==> src/rtl/sca_rd_cntrl.sv <==
// sca_rd_cntrl - SCA readout sequencer.
// Takes one block address from the block FIFO, reads its 16 cells (settle,
// convert, strobe), then returns the block to the free pool.
// Build option: define SCA_RD_ABORT_EN so that ABORT cuts the current block
// short and frees it. Without it, ABORT is ignored.
//
// state  | meaning
// -------+--------------------------------------------------------------
// IDLE   | waiting for a queued block and room downstream
// LOAD   | block latched; clear sample index, preload settle count
// SETTLE | SCA read enabled, waiting for the cell output to settle
// CONV   | ADC conversion in progress (start pulse on first cycle)
// STRB   | word valid to readout FIFO; advance to next cell or finish
// WAIT   | readout FIFO almost full; hold before next cell
// FREE   | release block address back to the free pool
module sca_rd_cntrl #(
  parameter int TMR    = 0,
  parameter int SETTLE = 3,
  parameter int CONV   = 4
) (
  input  logic       CLK,
  input  logic       RST,
  input  logic       BLK_VLD,
  input  logic [3:0] BLK_ADDR,
  input  logic       FIFO_AFULL,
  input  logic       ABORT,
  output logic       BLK_RD,
  output logic [7:0] SCA_RADR,
  output logic       SCA_RDENA,
  output logic       ADC_CONV,
  output logic       DATA_STRB,
  output logic       LAST_SMP,
  output logic       BLK_FREE,
  output logic [3:0] FREE_ADDR,
  output logic       BUSY,
  output logic [2:0] STATE
);

  typedef enum logic [2:0] {
    S_IDLE   = 3'd0,
    S_LOAD   = 3'd1,
    S_SETTLE = 3'd2,
    S_CONV   = 3'd3,
    S_STRB   = 3'd4,
    S_WAIT   = 3'd5,
    S_FREE   = 3'd6,
    S_BAD    = 3'd7
  } state_t;

  localparam int NC = (TMR != 0) ? 3 : 1;

  // State and counters, one copy or three voted copies
  logic [2:0] r_st  [NC];
  logic [3:0] r_cnt [NC];
  logic [3:0] r_smp [NC];
  logic [3:0] r_blk [NC];

  logic [2:0] w_st_v;
  logic [3:0] w_cnt;
  logic [3:0] w_smp;
  logic [3:0] w_blk;
  state_t     w_st;

  state_t     w_nst;
  logic [3:0] w_ncnt;
  logic [3:0] w_nsmp;
  logic [3:0] w_nblk;

  logic       r_rdena;
  logic       r_conv;
  logic       r_strb;
  logic       r_last;
  logic       r_free;
  logic [3:0] r_free_addr;
  logic       r_busy;

  generate
    if (TMR != 0) begin : g_tmr
      assign w_st_v = (r_st[0] & r_st[1]) | (r_st[0] & r_st[2]) | (r_st[1] & r_st[2]);
      assign w_cnt  = (r_cnt[0] & r_cnt[1]) | (r_cnt[0] & r_cnt[2]) | (r_cnt[1] & r_cnt[2]);
      assign w_smp  = (r_smp[0] & r_smp[1]) | (r_smp[0] & r_smp[2]) | (r_smp[1] & r_smp[2]);
      assign w_blk  = (r_blk[0] & r_blk[1]) | (r_blk[0] & r_blk[2]) | (r_blk[1] & r_blk[2]);
    end else begin : g_single
      assign w_st_v = r_st[0];
      assign w_cnt  = r_cnt[0];
      assign w_smp  = r_smp[0];
      assign w_blk  = r_blk[0];
    end
  endgenerate

  assign w_st = state_t'(w_st_v);

  // Pop is combinational so the block address is taken on the accept edge
  assign BLK_RD = !RST && (w_st == S_IDLE) && BLK_VLD && !FIFO_AFULL;

`ifndef SCA_RD_ABORT_EN
  logic w_unused_abort;
  assign w_unused_abort = ABORT;
`endif

  // Next-state and counter update for the sequencer
  always_comb begin
    w_nst  = w_st;
    w_ncnt = w_cnt;
    w_nsmp = w_smp;
    w_nblk = w_blk;
    case (w_st)
      S_IDLE: begin
        if (BLK_RD) begin
          w_nblk = BLK_ADDR;
          w_nst  = S_LOAD;
        end
      end
      S_LOAD: begin
        w_nsmp = 4'd0;
        w_ncnt = 4'(SETTLE - 1);
        w_nst  = S_SETTLE;
      end
      S_SETTLE: begin
        if (w_cnt == 4'd0) begin
          w_ncnt = 4'(CONV - 1);
          w_nst  = S_CONV;
        end else begin
          w_ncnt = w_cnt - 4'd1;
        end
      end
      S_CONV: begin
        if (w_cnt == 4'd0) w_nst = S_STRB;
        else               w_ncnt = w_cnt - 4'd1;
      end
      S_STRB: begin
        if (w_smp == 4'hF) begin
          w_nst = S_FREE;
        end else begin
          w_nsmp = w_smp + 4'd1;
          w_ncnt = 4'(SETTLE - 1);
          w_nst  = FIFO_AFULL ? S_WAIT : S_SETTLE;
        end
      end
      S_WAIT: begin
        if (!FIFO_AFULL) w_nst = S_SETTLE;
      end
      S_FREE:  w_nst = S_IDLE;
      default: w_nst = S_IDLE;
    endcase
`ifdef SCA_RD_ABORT_EN
    if (ABORT && (w_st inside {S_LOAD, S_SETTLE, S_CONV, S_STRB, S_WAIT})) begin
      w_nst  = S_FREE;
      w_nsmp = w_smp;
      w_ncnt = w_cnt;
    end
`endif
  end

  // Register state copies and decode outputs one cycle ahead so they align with the state
  always_ff @(posedge CLK or posedge RST) begin
    if (RST) begin
      for (int i = 0; i < NC; i++) begin
        r_st[i]  <= S_IDLE;
        r_cnt[i] <= 4'd0;
        r_smp[i] <= 4'd0;
        r_blk[i] <= 4'd0;
      end
      r_rdena     <= 1'b0;
      r_conv      <= 1'b0;
      r_strb      <= 1'b0;
      r_last      <= 1'b0;
      r_free      <= 1'b0;
      r_free_addr <= 4'd0;
      r_busy      <= 1'b0;
    end else begin
      for (int i = 0; i < NC; i++) begin
        r_st[i]  <= w_nst;
        r_cnt[i] <= w_ncnt;
        r_smp[i] <= w_nsmp;
        r_blk[i] <= w_nblk;
      end
      r_rdena     <= (w_nst == S_SETTLE) || (w_nst == S_CONV);
      r_conv      <= (w_nst == S_CONV) && (w_st != S_CONV);
      r_strb      <= (w_nst == S_STRB);
      r_last      <= (w_nst == S_STRB) && (w_nsmp == 4'hF);
      r_free      <= (w_nst == S_FREE);
      r_free_addr <= (w_nst == S_FREE) ? w_nblk : 4'd0;
      r_busy      <= (w_nst != S_IDLE);
    end
  end

  assign SCA_RADR  = {w_blk, w_smp};
  assign SCA_RDENA = r_rdena;
  assign ADC_CONV  = r_conv;
  assign DATA_STRB = r_strb;
  assign LAST_SMP  = r_last;
  assign BLK_FREE  = r_free;
  assign FREE_ADDR = r_free_addr;
  assign BUSY      = r_busy;
  assign STATE     = w_st_v;

endmodule

==> config.mk <==
export PLATFORM = sky130hd
export DESIGN_NAME = sca_rd_cntrl
export DESIGN_NICKNAME = d
export VERILOG_FILES = /design/src/rtl/sca_rd_cntrl.sv
export SDC_FILE = /design/constraint.sdc
export NUM_CORES = 1
export LEC_CHECK = 0
export CAP_MARGIN = 25
export CELL_PAD_IN_SITES_DETAIL_PLACEMENT = 1
export CELL_PAD_IN_SITES_GLOBAL_PLACEMENT = 1
export CORE_AREA = 3 3 72 74
export DETAILED_ROUTE_END_ITERATION = 16
export DIE_AREA = 0 0 75 77
export PLACE_DENSITY = 0.67
export SYNTH_ARGS = -nofsm -noshare
export SYNTH_HDL_FRONTEND = slang
export SYNTH_SLANG_ARGS = --single-unit
==> constraint.sdc <==
create_clock -name CLK -period 3.55 [get_ports CLK]
set_input_delay 0.71 -clock CLK [delete_from_list [all_inputs] [get_ports CLK]]
set_output_delay 0.71 -clock CLK [all_outputs]
set_load 0.1 [all_outputs]
# Word-level counts from Yosys, hierarchy flattened
# Index checks and enable logic that the tools add are counted.
[word_totals] register_bits=25 in_bits=9 out_inout_bits=22 elab_cells=56
[op_classes] addsub=2 eq_ne=14 n_mux=16 n_reduce_logical=13
[op_table] operator="2-to-1 mux 4 bit" count=7
[op_table] operator="2-to-1 mux 3 bit" count=6
[op_table] operator="one-hot mux 3 bit (6 select lines)" count=1
[op_table] operator="one-hot mux 4 bit (4 select lines)" count=1
[op_table] operator="== test 3 x 2 -> 1 bit, second input constant" count=4
[op_table] operator="== test 3 bit, second input constant" count=4
[op_table] operator="== test 4 bit, second input constant" count=2
[op_table] operator="one-hot mux 4 bit (2 select lines)" count=1
[op_table] operator="logical AND 1 bit" count=5
[op_table] operator="adder 4 x 1 -> 4 bit, second input constant" count=1
[op_table] operator="zero test 4 bit" count=1
[op_table] operator="inequality test 2 bit, second input constant" count=2
[op_table] operator="nonzero test 4 bit" count=1
[op_table] operator="subtractor 4 x 1 -> 4 bit, second input constant" count=1
[op_table] operator="== test 3 x 1 -> 1 bit, second input constant" count=1
[op_table] operator="zero test 3 bit" count=1
[op_table] operator="inequality test 3 x 2 -> 1 bit, second input constant" count=1
[op_table] operator="AND reduction 3 bit" count=1
[op_table] operator="nonzero test 3 bit" count=1
[op_table] operator="zero test 1 bit" count=2
[op_table] operator="logical OR 1 bit" count=1

# Logic depth before layout (Yosys ltp)
[logic_depth] word_depth=8 mapped_depth=6 depth_no_buf=5

# Worst setup path after synthesis
# OpenSTA, ideal clock, no wires.
[synth_timing] path_kind="flip-flop to output port" from="reg r_st, in the netlist STATE[1]" to="out BLK_RD" arrival_time_ps=2183 required_ps=2840 slack_ps=657 path_stages_with_launch=5 path_buffers=1 cell_sequence="dfrtp_1 > clkbuf_1 > nor4b_2 > nand2_1 > inv_1"
[synth_via] elab_chain_len=4
[synth_rtl] element="from (decl)" line="53" text="logic [2:0] r_st [NC];"
[synth_rtl] element="from (signal, indexed assignment)" line="173" text="r_st[i] <= w_nst;"
[synth_rtl] element="zero test 3 bit" line="94" text="assign BLK_RD = !RST && (w_st == S_IDLE) && BLK_VLD && !FIFO_AFULL;"
[synth_rtl] element="logical AND 1 bit (3 in a row)" line="94"
[synth_rtl] element="to (decl)" line="27" text="output logic BLK_RD,"
# Every way passes these cells.

# Worst setup path after layout
[layout_timing] from="in FIFO_AFULL" to="out BLK_RD"
[layout_via] elab_chain_len=2
[layout_rtl] element="from (decl)" line="25" text="input logic FIFO_AFULL,"
[layout_rtl] element="zero test 1 bit"
[layout_rtl] element="logical AND 1 bit" line="94"
# Every way passes these cells.

==> results.sh <==
export IMPL_rows=25
export IMPL_coreArea_um2=4660
export IMPL_yosys_area_top_type="dfrtp_1"
export IMPL_status="finished, final reports clean"
export IMPL_fin_crit_ns=2.78
export IMPL_critPathCaptureType="primary output"
export IMPL_crit_fanout=7
export IMPL_syn2layout_area_growth_pct=31.0
export IMPL_cap_violations=0
export IMPL_crit_start="FIFO_AFULL"
export IMPL_synth_area_leaders="dfrtp_1, a21oi_1, nand3_1, ha_1, o21ai_0"
export IMPL_viasPerCell=5.30
export IMPL_netlist_area_leader_share_pct=48.8
export IMPL_tightest_slew_ns=0.971
export IMPL_post_cts_buffers=0
export IMPL_wl_mm=3.51
export IMPL_cts_tree="yes"
export IMPL_min_path_type="reg2reg"
export IMPL_first_pass_iters=4
export IMPL_slew_headroom_pct=35.1
export IMPL_worstPathArrival_ns=2.07
export IMPL_synth_seq_area_share_pct=48.8
export IMPL_drive_gt1_share_pct=12.0
export IMPL_fillCellCount=538
export IMPL_power_density_nw_per_um2=929
export IMPL_root_buffer="clkbuf_8"
export IMPL_seqCellArea_um2=626
export IMPL_netlist_area_um2=1280
export IMPL_io_buffers=29
export IMPL_grt_start_max_net_pins=26
export IMPL_dieArea_um2=5780
export IMPL_multiInputGateArea_um2=607
export IMPL_die_h_um=77
export IMPL_fin_nets=171
export IMPL_leakage_nw=0.718
export IMPL_worstPathRequired_ns=2.84
export IMPL_cpPeakStageDelay_ns=0.53
export IMPL_synthCells=129
export IMPL_slowest_stage="clkdlybuf4s50_1"
export IMPL_cts_made_buffers=3
export IMPL_ios=31
export IMPL_path_clk_slew_ns=0.09
export IMPL_clk_latency_ns=0.27
export IMPL_rr_worst_depth=5
export IMPL_start_util_pct=27.5
export IMPL_synth_distinct_cells=42
export IMPL_syn_avg_cell_area_um2=9.94
export IMPL_ir_drop_mv=0.478
export IMPL_synthTopCellsByCount="dfrtp_1, a21oi_1, nand3_1"
export IMPL_report_final_hold_viol_count=0
export IMPL_clockBufferDepth=2
export IMPL_worstReg2RegStart="r_cnt[0]"
export IMPL_slew_violations=0
export IMPL_critPathCapture="BLK_RD"
export IMPL_fin_total_pwr_mw=1.56
export IMPL_remaining_drc_errors=0
export IMPL_vias=1124
export IMPL_drtIter0Drc=48
export IMPL_rrSetupSlack_ns=1.52
export IMPL_path_class="in2out"
export IMPL_syn_num_nets=141
export IMPL_rsz0062_at_grt="no"
export IMPL_ys_ff_latch=25
export IMPL_die_x_um=75
export IMPL_grt_antenna_before_repair=0
export IMPL_skew_ns=0.00495
export IMPL_place_congestion=0.808
export IMPL_fin_crit_sh_pct=78.3
export IMPL_crit_chain="clkdlybuf4s50_1, nor4b_2, buf_4, nand2_1, inv_1, buf_12"
export IMPL_grt_pass1_vias=1233
export IMPL_clock_sinks=25
export IMPL_track_usage_pct=13.1
export IMPL_h_tree_depth=1
export IMPL_fmax_ghz=0.360
export IMPL_grt_pass1_wl_mm=5.89
export IMPL_antenna_cells=0
export IMPL_synth_edf_count=0
export IMPL_cts_resized=0
export IMPL_yosysWarnings=0
export IMPL_setup_viol=0
export IMPL_ys_flop_type="dfrtp_1"
export IMPL_hold_buffers=0
export IMPL_r2r_end="LAST_SMP"
export IMPL_fin_tns_setup_ns=0
export IMPL_dpl_hpwl_mm=2.60
export IMPL_grt_overflow_total=0
export IMPL_wl_per_cell_um=16.5
export IMPL_async_flop_share_pct=100
export IMPL_startpoint_type="primary input"
export IMPL_synth_most_common_cell="dfrtp_1"
export IMPL_ant_nets=0
-- power by group --
group	total [mW]	internal, mW	switching (mW)
Clock	0.175	0.0796	0.0955
Combinational	0.905	0.255	0.650
Sequential	0.481	0.365	0.116
Total	1.56	0.700	0.861
-- cells in the final DEF (no fill, tap or decap), drive strengths merged, types with 2 or more instances in the layout --
cell           Yosys  routed
nand3b             2       2
a32oi              2       2
a211oi             3       3
nand3              9       9
nor3               4       4
nor2               4       4
dfrtp             25      25
nor3b              3       3
nor2b              2       2
and3               2       2
buf                2      10
or4b               2       2
nand2b             3       3
o2bb2ai            2       2
nand2              8       8
a21oi             10      10
or3b               2       2
mux2i              2       2
ha                 3       3
clkdlybuf4s50      0      21
o21ai              8       8
a22oi              3       3
clkbuf             4       3
nor4b              2       2
inv                7       7
-- worst min-delay path by stage --
stage	slack, ns	from	cells past startpoint	endpoint
finish	0.52	r_blk[1]	2	r_blk[1]
detailed placement	0.51	r_blk[1]	2	r_blk[1]
floorplan	0.53	r_cnt[0]	1	r_cnt[0]
CTS	0.53	r_blk[1]	2	r_blk[1]
global route	0.56	r_blk[1]	2	r_blk[1]
global placement	0.49	r_blk[1]	2	r_blk[1]
-- sequential cells by signal (all words and copies together), names as in the netlist --
name       count
SCA_RDENA      1
DATA_STRB      1
BLK_FREE       1
FREE_ADDR      4
r_cnt          4
r_smp          4
LAST_SMP       1
ADC_CONV       1
r_blk          4
BUSY           1
STATE          3
-- critical path: cells and delay by family --
family / cells / cell delay (ns)
buffers and inverters: 4 / 1.00
AND/OR/NAND/NOR: 2 / 0.35
-- layer usage --
metal  track usage, %  vias up  wire length (um)
met3             2.23        2               145
li1                 -      536                 -
met5                0        -                 0
met4             6.23        0                39
met1             15.4      564              1510
met2             22.3       22              1810
-- through the flow --
step                      cells  hold WS, ns  util (%)  area (um^2)  setup WS, ns
after detailed placement    207        0.509      34.7         1620         0.760
after global routing        212        0.565      36.1         1680         0.685
after global placement      207        0.493      34.7         1620         0.814
after floorplan             129        0.526         -         1280         0.657
final                       212        0.524      36.1         1680         0.771
after CTS                   211        0.532      35.7         1670         0.755
-- cell type report --
type                            instances  share of cell area (%)
Inverter                                7                    1.56
Tap cell                               54                    4.02
Clock inverter                          1                   0.447
Timing Repair Buffer                   31                    18.2
Sequential cell                        25                    37.2
Multi-Input combinational cell         91                    36.1
Clock buffer                            3                    2.46
-- cells by family (layout without fill, tap and decap cells) --
family	Yosys count	after routing	synth area share, %
flops	25	25	48.8
fa+ha+maj	3	3	2.93
compound gates	39	39	20.1
simple gates	47	47	22.7
buf+inv	13	42	3.90
mux	2	2	1.56
Power figures use the tool's default switching activity.
